$ cat config.mk
export PLATFORM = sky130hd
export DESIGN_NAME = fios_mem_ctrl
export DESIGN_NICKNAME = d
export VERILOG_FILES = /design/src/rtl/fios_mem_pkg.sv /design/src/rtl/fios_rd_tag_pipe.sv /design/src/rtl/fios_mem_ctrl.sv
export SDC_FILE = /design/constraint.sdc
export NUM_CORES = 1
export LEC_CHECK = 0
export BUFFER_PORTS_ARGS = -buffer_cell sky130_fd_sc_hd__buf_4
export CAP_MARGIN = 10
export CORE_AREA = 4 4 112 114
export DETAILED_ROUTE_END_ITERATION = 8
export DIE_AREA = 0 0 116 118
export GPL_TIMING_DRIVEN = 0
export SETUP_SLACK_MARGIN = 0.3
export SKIP_CTS_REPAIR_TIMING = 1
export SLEW_MARGIN = 20
export SYNTH_ARGS = -nofsm -noshare
export SYNTH_HDL_FRONTEND = slang
export SYNTH_HIERARCHICAL = 1
export SYNTH_SLANG_ARGS = --single-unit
$ cat constraint.sdc
create_clock -name clock_i -period 4 [get_ports clock_i]
set_clock_uncertainty 0.1 [all_clocks]
set_input_delay 0.4 -clock clock_i [delete_from_list [all_inputs] [get_ports clock_i]]
set_output_delay 0.4 -clock clock_i [all_outputs]
set_load 0.05 [all_outputs]
$ cat src/rtl/fios_mem_pkg.sv
// Shared types and helpers for the FIOS memory sequencer: FSM states,
// operand select encoding, read-tag layout and BRAM region addressing.
package fios_mem_pkg;

  localparam int IDX_W = 6;

  typedef enum logic [2:0] {
    ST_IDLE,
    ST_LOAD_ISSUE,
    ST_LOAD_DRAIN,
    ST_STORE,
    ST_RELEASE
  } state_t;

  typedef enum logic [1:0] {
    SEL_A = 2'd0,
    SEL_B = 2'd1,
    SEL_N = 2'd2
  } op_sel_t;

  typedef struct packed {
    logic             vld;
    op_sel_t          sel;
    logic [IDX_W-1:0] idx;
  } rd_tag_t;

  // BRAM layout: region 0 = A, 1 = B, 2 = N, 3 = result, each num_words long.
  function automatic int base(input logic [1:0] region, input int num_words);
    return int'(region) * num_words;
  endfunction

endpackage

$ cat src/rtl/fios_rd_tag_pipe.sv
// Delay line that carries each BRAM read's operand tag alongside the read
// latency, so the tag emerges in the same cycle as the read data.
module fios_rd_tag_pipe
  import fios_mem_pkg::*;
#(
  parameter int BRAM_LAT = 2
) (
  input  logic    clock_i,
  input  logic    reset_i,
  input  rd_tag_t tag_i,
  output rd_tag_t tag_o,
  output logic    inflight_o
);

  rd_tag_t tag_q [BRAM_LAT];
  rd_tag_t tag_d [BRAM_LAT];

  // inflight_o ignores the output stage: it is true while reads remain beyond this cycle.
  always_comb begin
    tag_d[0] = tag_i;
    for (int i = 1; i < BRAM_LAT; i++) tag_d[i] = tag_q[i-1];
    inflight_o = 1'b0;
    for (int i = 0; i < BRAM_LAT - 1; i++) inflight_o = inflight_o | tag_q[i].vld;
  end

  always_ff @(posedge clock_i or posedge reset_i) begin
    if (reset_i) begin
      for (int i = 0; i < BRAM_LAT; i++) tag_q[i] <= '0;
    end else begin
      for (int i = 0; i < BRAM_LAT; i++) tag_q[i] <= tag_d[i];
    end
  end

  assign tag_o = tag_q[BRAM_LAT-1];

endmodule

$ cat src/rtl/fios_mem_ctrl.sv
// Sequencer between operand/result BRAM and the FIOS datapath: loads A, B, N
// into the operand registers or stores result words back, one word per cycle.
module fios_mem_ctrl
  import fios_mem_pkg::*;
#(
  parameter int WORD_W    = 64,
  parameter int NUM_WORDS = 16,
  parameter int ADDR_W    = 8,
  parameter int BRAM_LAT  = 2
) (
  input  logic              clock_i,
  input  logic              reset_i,
  input  logic              mem_start_i,
  input  logic              load_store_i,
  output logic              load_done_o,
  output logic              store_done_o,
  output logic              busy_o,
  output logic              bram_en_o,
  output logic              bram_we_o,
  output logic [ADDR_W-1:0] bram_addr_o,
  output logic [WORD_W-1:0] bram_wdata_o,
  input  logic [WORD_W-1:0] bram_rdata_i,
  output logic              op_we_o,
  output logic [1:0]        op_sel_o,
  output logic [IDX_W-1:0]  op_idx_o,
  output logic [WORD_W-1:0] op_data_o,
  output logic              res_rd_o,
  output logic [IDX_W-1:0]  res_idx_o,
  input  logic [WORD_W-1:0] res_data_i
);

  if ((1 << ADDR_W) < 4 * NUM_WORDS) begin : g_addr_chk
    $error("fios_mem_ctrl: ADDR_W cannot address 4*NUM_WORDS words");
  end
  if (NUM_WORDS < 1 || NUM_WORDS > 64) begin : g_words_chk
    $error("fios_mem_ctrl: NUM_WORDS must be 1..64");
  end
  if (BRAM_LAT < 1 || BRAM_LAT > 4) begin : g_lat_chk
    $error("fios_mem_ctrl: BRAM_LAT must be 1..4");
  end

  localparam logic [ADDR_W-1:0] LD_LAST  = ADDR_W'(base(2'd3, NUM_WORDS) - 1);
  localparam logic [ADDR_W-1:0] ST_BASE  = ADDR_W'(base(2'd3, NUM_WORDS));
  localparam logic [IDX_W-1:0]  IDX_LAST = IDX_W'(NUM_WORDS - 1);

  state_t              state_q, state_d;
  logic                en_q, en_d;
  logic                we_q, we_d;
  logic [ADDR_W-1:0]   addr_q, addr_d;
  op_sel_t             sel_q, sel_d;
  logic [IDX_W-1:0]    idx_q, idx_d;
  logic                rd_q, rd_d;
  logic [IDX_W-1:0]    ridx_q, ridx_d;
  logic                ld_done_q, ld_done_d;
  logic                st_done_q, st_done_d;
  logic                busy_q, busy_d;

  rd_tag_t             tag_in, tag_out;
  logic                inflight;

  always_comb begin
    tag_in.vld = en_q;
    tag_in.sel = en_q ? sel_q : SEL_A;
    tag_in.idx = en_q ? idx_q : '0;
  end

  fios_rd_tag_pipe #(
    .BRAM_LAT (BRAM_LAT)
  ) u_tag_pipe (
    .clock_i    (clock_i),
    .reset_i    (reset_i),
    .tag_i      (tag_in),
    .tag_o      (tag_out),
    .inflight_o (inflight)
  );

  always_comb begin
    state_d   = state_q;
    en_d      = 1'b0;
    we_d      = 1'b0;
    addr_d    = '0;
    sel_d     = sel_q;
    idx_d     = idx_q;
    rd_d      = 1'b0;
    ridx_d    = ridx_q;
    ld_done_d = 1'b0;
    st_done_d = 1'b0;

    case (state_q)
      ST_IDLE: begin
        if (mem_start_i) begin
          sel_d  = SEL_A;
          idx_d  = '0;
          ridx_d = '0;
          if (load_store_i) begin
            state_d = ST_STORE;
            rd_d    = 1'b1;
          end else begin
            state_d = ST_LOAD_ISSUE;
            en_d    = 1'b1;
          end
        end
      end

      // The registered read (en_q/addr_q/sel_q/idx_q) is the one issued this cycle.
      ST_LOAD_ISSUE: begin
        if (addr_q == LD_LAST) begin
          state_d = ST_LOAD_DRAIN;
        end else begin
          en_d   = 1'b1;
          addr_d = addr_q + ADDR_W'(1);
          if (idx_q == IDX_LAST) begin
            idx_d = '0;
            sel_d = (sel_q == SEL_A) ? SEL_B : SEL_N;
          end else begin
            idx_d = idx_q + IDX_W'(1);
          end
        end
      end

      ST_LOAD_DRAIN: begin
        if (ld_done_q) begin
          state_d = mem_start_i ? ST_RELEASE : ST_IDLE;
        end else if (!inflight) begin
          ld_done_d = 1'b1;
        end
      end

      // Result data arrives one cycle after res_rd, so the write trails the read.
      ST_STORE: begin
        if (rd_q) begin
          we_d   = 1'b1;
          addr_d = ST_BASE + ADDR_W'(ridx_q);
          if (ridx_q != IDX_LAST) begin
            rd_d   = 1'b1;
            ridx_d = ridx_q + IDX_W'(1);
          end
        end
        if (st_done_q) begin
          state_d = mem_start_i ? ST_RELEASE : ST_IDLE;
        end else if (we_q && !rd_q) begin
          st_done_d = 1'b1;
        end
      end

      ST_RELEASE: begin
        if (!mem_start_i) state_d = ST_IDLE;
      end

      default: state_d = ST_IDLE;
    endcase

    busy_d = (state_d == ST_LOAD_ISSUE) || (state_d == ST_LOAD_DRAIN) ||
             (state_d == ST_STORE);
  end

  always_ff @(posedge clock_i or posedge reset_i) begin
    if (reset_i) begin
      state_q   <= ST_IDLE;
      en_q      <= 1'b0;
      we_q      <= 1'b0;
      addr_q    <= '0;
      sel_q     <= SEL_A;
      idx_q     <= '0;
      rd_q      <= 1'b0;
      ridx_q    <= '0;
      ld_done_q <= 1'b0;
      st_done_q <= 1'b0;
      busy_q    <= 1'b0;
    end else begin
      state_q   <= state_d;
      en_q      <= en_d;
      we_q      <= we_d;
      addr_q    <= addr_d;
      sel_q     <= sel_d;
      idx_q     <= idx_d;
      rd_q      <= rd_d;
      ridx_q    <= ridx_d;
      ld_done_q <= ld_done_d;
      st_done_q <= st_done_d;
      busy_q    <= busy_d;
    end
  end

  assign load_done_o  = ld_done_q;
  assign store_done_o = st_done_q;
  assign busy_o       = busy_q;
  assign bram_en_o    = en_q;
  assign bram_we_o    = we_q;
  assign bram_addr_o  = addr_q;
  assign bram_wdata_o = we_q ? res_data_i : '0;
  assign op_we_o      = tag_out.vld;
  assign op_sel_o     = tag_out.sel;
  assign op_idx_o     = tag_out.idx;
  assign op_data_o    = bram_rdata_i;
  assign res_rd_o     = rd_q;
  assign res_idx_o    = ridx_q;

endmodule

==> results of run 1 <==
## through the flow
| stage | cell area (um2) | hold slack, ns | std cells |
|---|---|---|---|
| after detailed placement | 4830 | 0.236 | 681 |
| final | 4980 | 0.102 | 689 |
| after global routing | 4980 | 0.158 | 689 |
| after global placement | 4830 | 0.232 | 681 |
| after floorplan | 2970 | 0.231 | 314 |
| after CTS | 4980 | 0.119 | 689 |
## worst register-to-register path, stage by stage, from the launching register on
cell	delay (ns)
dfrtp_1	0.34
buf_4	0.17
or3b_1	0.35
clkbuf_2	0.19
a21o_1	0.33
a21boi_4	0.23
mux2_2	0.35
## routing by layer
layer / share of wire, % / routed length, um / up-vias / track usage [%]
li1: - / - / 1434 / -
met2: 52 / 5200 / 159 / 23.8
met5: 0 / 0 / - / 0
met1: 38 / 3840 / 1364 / 17.1
met3: 9.0 / 908 / 11 / 2.78
met4: 1.4 / 141 / 0 / 3.55
## cells by family (layout without fill, tap and decap cells)
logic type,after synthesis,in the layout,synth area share [%]
AND/OR/NAND/NOR,137,137,27.8
multiplexers,3,3,1.09
XOR/XNOR,7,7,2.06
buffers and inverters,81,313,18.7
AO/OA/AOI/OAI,32,32,6.95
adder cells (fa/ha/maj),5,5,2.11
flip-flops,49,49,41.3
## worst max path at each step
stage / from / endpoint / slack (ns)
after floorplan: bram_addr_o[0] / sel_q[0] / 1.89
after global placement: state_q[0] / sel_q[0] / 1.85
after detailed placement: state_q[0] / sel_q[0] / 1.84
after CTS: bram_we_o / bram_wdata_o[49] / 1.66
after global routing: bram_we_o / bram_wdata_o[49] / 1.53
final: bram_we_o / bram_wdata_o[49] / 1.74
## registers in the layout, indices dropped and copies added (netlist names)
register,cells
u_tag_pipe/tag_o,9
bram_addr_o,8
u_tag_pipe/tag_d,8
idx_q,6
res_idx_o,6
state_q,3
sel_q,2
bram_en_o,1
bram_we_o,1
busy_o,1
load_done_o,1
res_rd_o,1
store_done_o,1
u_tag_pipe/inflight_o,1
## synth_stat cells (all sizes together)
| master | n | area, um2 |
|---|---|---|
| o21ai | 12 | 60.1 |
| o31ai | 1 | 7.51 |
| a21oi | 7 | 38.8 |
| nor3b | 2 | 15.0 |
| a22o | 1 | 8.76 |
| and4 | 1 | 8.76 |
| mux2i | 1 | 10.0 |
| a211o | 1 | 10.0 |
| or4b | 1 | 10.0 |
| a21o | 2 | 15.0 |
| xnor2 | 4 | 35.0 |
| nand3b | 2 | 15.0 |
| or3b | 1 | 8.76 |
| a31oi | 1 | 6.26 |
| a211oi | 1 | 7.51 |
| or2 | 1 | 8.76 |
| and2b | 1 | 7.51 |
| nor3 | 3 | 15.0 |
| buf | 66 | 499 |
| or3 | 3 | 18.8 |
| nor2b | 1 | 6.26 |
| nor2 | 6 | 22.5 |
| nand4b | 1 | 8.76 |
| nand3 | 13 | 70.1 |
| ha | 5 | 62.6 |
| mux2 | 2 | 22.5 |
| and2 | 74 | 463 |
| inv | 7 | 26.3 |
| dfrtp | 49 | 1230 |
| clkbuf | 8 | 31.3 |
| a21boi | 1 | 18.8 |
| nand4 | 4 | 25.0 |
| nor4bb | 1 | 10.0 |
| o2bb2ai | 1 | 8.76 |
| nand2 | 19 | 71.3 |
| nor4b | 3 | 41.3 |
| o22ai | 4 | 25.0 |
| xor2 | 3 | 26.3 |
## where the power goes
group          total (W)  switching, W  internal [W]
logic            0.00109      0.000711      0.000378
registers       0.000692     0.0000950      0.000597
clock network   0.000413      0.000180      0.000233
total            0.00219      0.000986       0.00121
## layout make-up
cell class | count | share of cell area [%]
multi-input combinational | 184 | 23.9
sequential | 49 | 24.6
buffer | 74 | 10.7
clock buffer | 5 | 2.51
tap | 143 | 3.59
clock inverter | 3 | 0.452
inverter | 7 | 0.528
timing repair buffer | 224 | 33.8
## cells in the final DEF, fill, tap and decap left out, types with 2 or more instances in the layout
master,instances
nand4_1,4
o22ai_1,4
xnor2_1,4
nor3_1,3
nor4b_1,2
clkbuf_16,5
or3_1,3
a21o_1,2
clkinv_4,2
nor3b_1,2
ha_1,5
nand3b_1,2
nand3_1,12
a21oi_1,6
buf_4,289
clkbuf_1,7
xor2_1,3
mux2_2,2
o21ai_0,12
and2_1,74
nand2_1,19
inv_1,6
dfrtp_1,49
nor2_1,6
==> out/qor.yml, run 1 <==
ant_nets: 0
syn_area_um2: 2970
power_w: 0.00219
ir_drop_v: 0.000209
path_delay_family: "buffers and inverters"
drive_gt1_share_pct: 56.4
fin_util_pct: 43.6
synth_cells: 314
hold_path_class: "in2async"
antenna_found_initial: 0
wl_um: 10100
required_ns: 3.50
start_util_pct: 26.0
num-fill-cells: 1096
crit_type: "reg2out"
crit_cells: 4
cts_tree: "yes"
timing.final.hold_violations: 0
period_share_pct: 56.5
yosysSeqAreaShare_pct: 41.3
cts_sinks: 49
tightest_slew_ns: 0.691
arrival_ns: 1.76
io_pins: 289
fmax_mhz: 442
timing.setup.tns_ns: 0
clk_path_buf_depth: 2
place.gp.congestion: 0.806
dieArea_um2: 13700
rows: 39
drtIter0Drc: 133
drcViolationCount: 0
rr_startpoint: "state_q[0]"
power.leakage_nw: 2.69
pwr_density_cell_nw_per_um2: 440
clk_pin_slew_worst_paths_ns: 0.06
multiInputGateArea_um2: 1190
grt_pass1_vias: 2915
r2r_slack_ns: 1.83
ys_types: 43
crit_path_start_kind: "flip-flop"
globalRouteOverflowTotal: 0
hpwl_um: 8600
htreeDepth: 2
grt_max_degree: 32
wl_per_cell_um: 14.6
fin_ws_ns: 1.74
synthToLayoutAreaGrowth_pct: 67.6
via_per_inst: 4.31
antenna_cells: 0
ys_seq_elements: 49
first_pass_iters: 4
fin_nets: 682
fin_crit_ns: 2.26
critical_path.cell_chain: "clkbuf_1, clkbuf_1, and2_1, buf_4"
clk_latency_ns: 0.29
cpPeakStageDelay_ns: 0.40
track_usage_pct: 13.7
r2r_cells: 6
slowest_stage: "dfrtp_1"
pre_cts_ws_ns: 1.84
crit_path_frequent_cell: "clkbuf_1"
regArea_um2: 1230
grt_first_pass_wirelength_um: 15100
cp_num_buf_inv: 3
r2r_end: "sel_q[0]"
root_buffer: "clkbuf_16"
finalSetupViolCount: 0
cp_max_fo: 10
drv_slew: 0
avgSynthCellArea_um2: 9.46
crit_path_end_kind: "output pin"
die_y_um: 118
syn_nets: 451
max_slew_margin_pct: 53.8
cts_made_buffers: 5
rsz0062_at_grt: "false"
status: "finished, final reports clean"
drv_cap: 0
num_vias: 2968
port_buffers: 224
yosys_warnings: 6
core-area_um2: 11400
dieWidth_um: 116
Power figures use the tool's default switching activity.
==> run 2, diff against run 1 <==
--- a/config.mk
+++ b/config.mk
@@ -5,12 +5,14 @@
 export SDC_FILE = /design/constraint.sdc
 export NUM_CORES = 1
 export LEC_CHECK = 0
+export ABC_AREA = 1
 export BUFFER_PORTS_ARGS = -buffer_cell sky130_fd_sc_hd__buf_4
 export CAP_MARGIN = 10
-export CORE_AREA = 4 4 112 114
+export CORE_AREA = 4 4 109 111
 export DETAILED_ROUTE_END_ITERATION = 8
-export DIE_AREA = 0 0 116 118
+export DIE_AREA = 0 0 113 115
 export GPL_TIMING_DRIVEN = 0
+export PLACE_DENSITY = 0.65
 export SETUP_SLACK_MARGIN = 0.3
 export SKIP_CTS_REPAIR_TIMING = 1
 export SLEW_MARGIN = 20
==> constraint.sdc (replaced) <==
create_clock -name clock_i -period 2.35 [get_ports clock_i]
set_clock_uncertainty 0.1 [all_clocks]
set_input_delay 0.235 -clock clock_i [delete_from_list [all_inputs] [get_ports clock_i]]
set_output_delay 0.235 -clock clock_i [all_outputs]
set_load 0.05 [all_outputs]
==> out/qor.yml, run 2 <==
status: "finished, final reports clean"  # unchanged
start_util_pct: 29.5  # was 26.0%
instances_no_fill: 822  # was 689
arrival_ns: 1.59  # was 1.76 ns
hpwl_um: 8910  # was 8600 um
tightest_slew_ns: 0.696  # was 0.691 ns
antenna_cells: 0  # unchanged
fin_util_pct: 48.0  # was 43.6%
max_slew_margin_pct: 53.6  # was 53.8%
ys_seq_elements: 49  # unchanged
avgSynthCellArea_um2: 7.09  # was 9.46 um2
track_usage_pct: 14.9  # was 13.7%
finalSetupViolCount: 0  # unchanged
yosys-top-cells-count: "nand2_1, inv_1, buf_4, dfrtp_1, nor2_1"  # was and2_1, buf_4, dfrtp_1, nand2_1
cts_sinks: 49  # unchanged
ys_types: 29  # was 43
synth_edf_count: 0  # unchanged
rows: 38  # was 39
yosysSeqAreaShare_pct: 38.5  # was 41.3%
clk_pin_slew_worst_paths_ns: 0.10  # was 0.06 ns
period_share_pct: 81.8
cts_tree: "yes"  # unchanged
io_pins: 289  # unchanged
die_y_um: 115  # was 118 um
required_ns: 2.02  # was 3.50 ns
final_cell_mix: "buf_4, nand2_1, inv_1"  # was buf_4, and2_1, dfrtp_1
drv_cap: 0  # unchanged
clk_latency_ns: 0.31  # was 0.29 ns
synth_largest_area_cell: "dfrtp_1"  # unchanged
synthDominantCellAreaShare_pct: 38.5  # was 41.3%
place_inst: 813  # was 681
power.leakage_nw: 3.38  # was 2.69 nW
synthToLayoutAreaGrowth_pct: 62.5  # was 67.6%
synth_cells: 449  # was 314
dieWidth_um: 113  # was 116 um
synth_flop_cell: "dfrtp_1"  # unchanged
root_buffer: "clkbuf_8"  # was clkbuf_16
crit_path_end_kind: "output pin"  # unchanged
timing.setup.tns_ns: 0  # unchanged
final_common_cell: "buf_4"  # unchanged
htreeDepth: 2  # unchanged
cts_made_buffers: 5  # unchanged
syn_area_um2: 3190  # was 2970 um2
cp_max_fo: 10  # unchanged
via_per_inst: 4.08  # was 4.31
drcViolationCount: 0  # unchanged
netlist_top_cells_area: "dfrtp_1, buf_4, nand2_1, inv_1, nand3_1"  # was dfrtp_1, buf_4, and2_1, nand2_1, ha_1
crit_path_start_kind: "flip-flop"  # unchanged
crit_type: "reg2out"  # unchanged
drv_slew: 0  # unchanged
largest_reg_flops: 9  # unchanged
grt_pass1_vias: 3430  # was 2915
num-fill-cells: 1071  # was 1096
async_flop_share_pct: 100  # unchanged
timing.final.hold_violations: 0  # unchanged
ir_drop_v: 0.000443  # was 0.000209 V
globalRouteOverflowTotal: 0  # unchanged
fin_nets: 818  # was 682
num_vias: 3350  # was 2968
syn_nets: 586  # was 451
wl_per_cell_um: 12.7  # was 14.6 um
pwr_density_cell_nw_per_um2: 716  # was 440 nW/um2
hold_path_class: "in2reg"  # was in2async
first_pass_iters: 5  # was 4
yosys_warnings: 6  # unchanged
antenna_found_initial: 0  # unchanged
wl_um: 10400  # was 10100 um
grt_max_degree: 32  # unchanged
rsz0062_at_grt: "false"  # unchanged
clk_path_buf_depth: 2  # unchanged
port_buffers: 224  # unchanged
yosysMostFrequentCell: "nand2_1"  # was and2_1
core-area_um2: 10800  # was 11400 um2
place.gp.congestion: 0.774  # was 0.806
dieArea_um2: 13000  # was 13700 um2
drtIter0Drc: 133  # unchanged
ant_nets: 0  # unchanged
fmax_mhz: 520
drive_gt1_share_pct: 46.6  # was 56.4%
grt_first_pass_wirelength_um: 16000  # was 15100 um
fin_crit_ns: 1.92
[run 2: cell type report]
type                            instances  area (um2)  area share, %
Multi-Input combinational cell        225        1050           20.3
Clock buffer                            5        68.8           1.33
Clock inverter                          3        46.3          0.894
Inverter                              102         385           7.44
Buffer                                 73         532           10.3
Timing Repair Buffer                  225        1690           32.7
Sequential cell                        49        1230           23.7
Tap cell                              140         175           3.38
[run 2: path summary, 6_finish.rpt]
path,startpoint,endpoint,slack (ns),depth (start not counted)
max in group asynchronous,reset_i,idx_q[2],1.19,3
worst min register to register,u_tag_pipe/tag_d[5],u_tag_pipe/tag_o[5],0.25,0
worst max register to register,bram_addr_o[0],busy_o,0.71,8
min in group asynchronous,reset_i,u_tag_pipe/tag_o[7],0.46,3
worst max-delay path,bram_we_o,bram_wdata_o[25],0.43,5
worst min-delay path,mem_start_i,state_q[2],0.08,3
[run 2: power by group]
group | switching [W] | total, W | internal [W]
Clock | 0.000296 | 0.000614 | 0.000319
Combinational | 0.00132 | 0.00193 | 0.000611
Sequential | 0.000160 | 0.00116 | 0.00100
[run 2: critical path, cell delays in order (launching register included)]
cell and delay (ns):
dfrtp_1 0.43, clkbuf_4 0.25, clkbuf_2 0.24, nand2_1 0.09
inv_1 0.07, buf_4 0.19
[run 2: cells by family (layout without fill, tap and decap cells)]
family	count (synthesis)	after routing	synth area share, %
flip-flops	49	49	38.5
AND/OR/NAND/NOR	200	200	27.2
adder cells (fa/ha/maj)	5	5	1.96
XOR/XNOR	4	4	1.10
AO/OA/AOI/OAI	16	16	2.75
buffers and inverters	175	408	28.5
[run 2: metrics by stage]
stage / hold WS (ns) / cell area (um2) / worst slack, ns / total power, W
global placement: 0.233 / 5040 / 0.406 / 0.00308
floorplan: 0.0736 / 3190 / 0.412 / 0.00252
detailed placement: 0.237 / 5040 / 0.369 / 0.00312
global route: 0.0758 / 5180 / 0.310 / 0.00394
finish: 0.0824 / 5180 / 0.429 / 0.00371
CTS: -0.0691 / 5160 / 0.0115 / 0.00374
[run 2: per-layer routing]
layer  up-vias  share of wire [%]  wire (um)  track usage, %
met3        10                7.6        795            4.21
li1       1707                  -          -               -
met4         0                1.0        106            2.88
met1      1494                 40       4200            19.1
met5         -                  0          0               0
met2       139                 51       5320            25.4
==> run 3, diff against run 2 <==
==> constraint.sdc (replaced) <==
create_clock -name clock_i -period 1.95 [get_ports clock_i]
set_clock_uncertainty 0.1 [all_clocks]
set_input_delay 0.195 -clock clock_i [delete_from_list [all_inputs] [get_ports clock_i]]
set_output_delay 0.195 -clock clock_i [all_outputs]
set_load 0.05 [all_outputs]
==> out/qor.yml, run 3 (synthesis results as in run 2) <==
status: "finished, final reports clean"  # unchanged
arrival_ns: 1.36  # was 1.59 ns
dieArea_um2: 13000  # unchanged
cts_sinks: 49  # unchanged
ir_drop_v: 0.000545  # was 0.000443 V
instances_no_fill: 826  # was 822
fin_ws_ns: 0.292  # was 0.429 ns
clk_pin_slew_worst_paths_ns: 0.09  # was 0.10 ns
place.gp.congestion: 0.811  # was 0.774
fin_util_pct: 53.4  # was 48.0%
placed_area_um2: 5250  # was 5040 um2
drv_cap: 0  # unchanged
timing.final.hold_violations: 0  # unchanged
core-area_um2: 10800  # unchanged
crit_path_start_kind: "flip-flop"  # unchanged
grt_pass1_vias: 3220  # was 3430
root_buffer: "clkbuf_8"  # unchanged
grt_max_degree: 32  # unchanged
rows: 38  # unchanged
cp_max_fo: 10  # unchanged
power.internal_w: 0.00234  # was 0.00193 W
wl_per_cell_um: 13.0  # was 12.7 um
p_seq_share_pct: 30.8  # was 31.3%
largest_reg_flops: 9  # unchanged
hold_path_class: "in2reg"  # unchanged
first_pass_iters: 4  # was 5
htreeDepth: 2  # unchanged
fmax_mhz: 603
die_y_um: 115  # unchanged
p_sw_w: 0.00222  # was 0.00178 W
max_slew_margin_pct: 54.8  # was 53.6%
port_buffers: 224  # unchanged
globalRouteOverflowTotal: 0  # unchanged
io_pins: 289  # unchanged
final_area_um2: 5770  # was 5180 um2
via_per_inst: 4.17  # was 4.08
ant_nets: 0  # unchanged
drtIter0Drc: 103  # was 133
clk_path_buf_depth: 2  # unchanged
required_ns: 1.65  # was 2.02 ns
power.leakage_nw: 2.97  # was 3.38 nW
num_vias: 3441  # was 3350
hpwl_um: 8810  # was 8910 um
fin_nets: 822  # was 818
drive_gt1_share_pct: 62.8  # was 46.6%
rsz0062_at_grt: "true"  # was false
dieWidth_um: 113  # unchanged
final_common_cell: "buf_4"  # unchanged
sw_frac_of_total_pct: 48.6  # was 47.9%
hold_slack_ns: 0.0435  # was 0.0824 ns
pre_cts_ws_ns: -0.0869  # was 0.369 ns
start_util_pct: 29.5  # unchanged
fin_crit_ns: 1.66
clk_latency_ns: 0.30  # was 0.31 ns
cts_tree: "yes"  # unchanged
synthToLayoutAreaGrowth_pct: 81.0  # was 62.5%
drv_slew: 0  # unchanged
wl_um: 10700  # was 10400 um
antenna_found_initial: 0  # unchanged
final_cell_mix: "buf_4, nand2_1, buf_6"  # was buf_4, nand2_1, inv_1
track_usage_pct: 14.4  # was 14.9%
tightest_slew_ns: 0.678  # was 0.696 ns
place_inst: 813  # unchanged
pwr_density_cell_nw_per_um2: 790  # was 716 nW/um2
finalSetupViolCount: 0  # unchanged
drcViolationCount: 0  # unchanged
crit_type: "reg2out"  # unchanged
combPwrFrac_pct: 55.4  # was 52.1%
grt_first_pass_wirelength_um: 15400  # was 16000 um
crit_path_end_kind: "output pin"  # unchanged
antenna_cells: 0  # unchanged
pwr-share-clk_pct: 13.8  # was 16.6%
cts_made_buffers: 5  # unchanged
period_share_pct: 85.0
==> run 3: cell types whose count changed in the layout (fill, tap and decap cells not counted), moves of 47 or more <==
cell	previous run	this run
buf_4	288	241
buf_6	1	55
clkinvlp_4	1	50
inv_1	98	48
nand2_1	126	76
nand2_2	3	52
==> run 3: cell type report <==
class | count | area, um2
Fill cell | 1013 | 5030
Multi-Input combinational cell | 225 | 1190
Clock buffer | 6 | 82.6
Timing Repair Buffer | 229 | 1910
Inverter | 102 | 573
Clock inverter | 2 | 13.8
Sequential cell | 49 | 1230
Buffer | 73 | 586
Tap cell | 140 | 175
==> run 3: per-stage QoR <==
| stage | power, W | TNS (ns) |
|---|---|---|
| detailed placement | 0.00381 | -0.646 |
| finish | 0.00456 | 0 |
| floorplan | 0.00308 | 0 |
| CTS | 0.00444 | -11.99 |
| global route | 0.00486 | 0 |
| global placement | 0.00375 | -0.165 |
==> run 3: critical path: stages (launching register included) <==
cell and delay [ns]:
dfrtp_2 0.42, buf_6 0.16, buf_6 0.16, nand2_2 0.08, clkinvlp_4 0.07, buf_4 0.18
==> run 3: power by group through the flow <==
stage / logic [W] / registers (W) / clock network (W)
floorplan: 0.00130 / 0.00178 / 0
global route: 0.00272 / 0.00144 / 0.000700
global placement: 0.00234 / 0.00142 / 0
finish: 0.00252 / 0.00140 / 0.000630
CTS: 0.00238 / 0.00141 / 0.000648
detailed placement: 0.00238 / 0.00143 / 0
==> run 3: per-layer routing <==
layer	share of wire, %	vias up	global-route usage (%)
met5	0	-	0
met4	0.32	0	2.16
met3	8.1	5	3.79
met2	52	146	24.9
met1	40	1570	18.5
li1	-	1720	-
==> run 3: final timing paths <==
path,start,end,slack [ns],cells after the start
worst max register to register,bram_addr_o[1],bram_addr_o[1],0.45,9
worst min-delay path,mem_start_i,state_q[2],0.04,3
max in group asynchronous,reset_i,bram_addr_o[0],0.79,3
worst min register to register,u_tag_pipe/tag_d[2],u_tag_pipe/tag_o[2],0.26,0
min in group asynchronous,reset_i,u_tag_pipe/tag_o[2],0.45,3
worst max-delay path,bram_we_o,bram_wdata_o[32],0.29,5
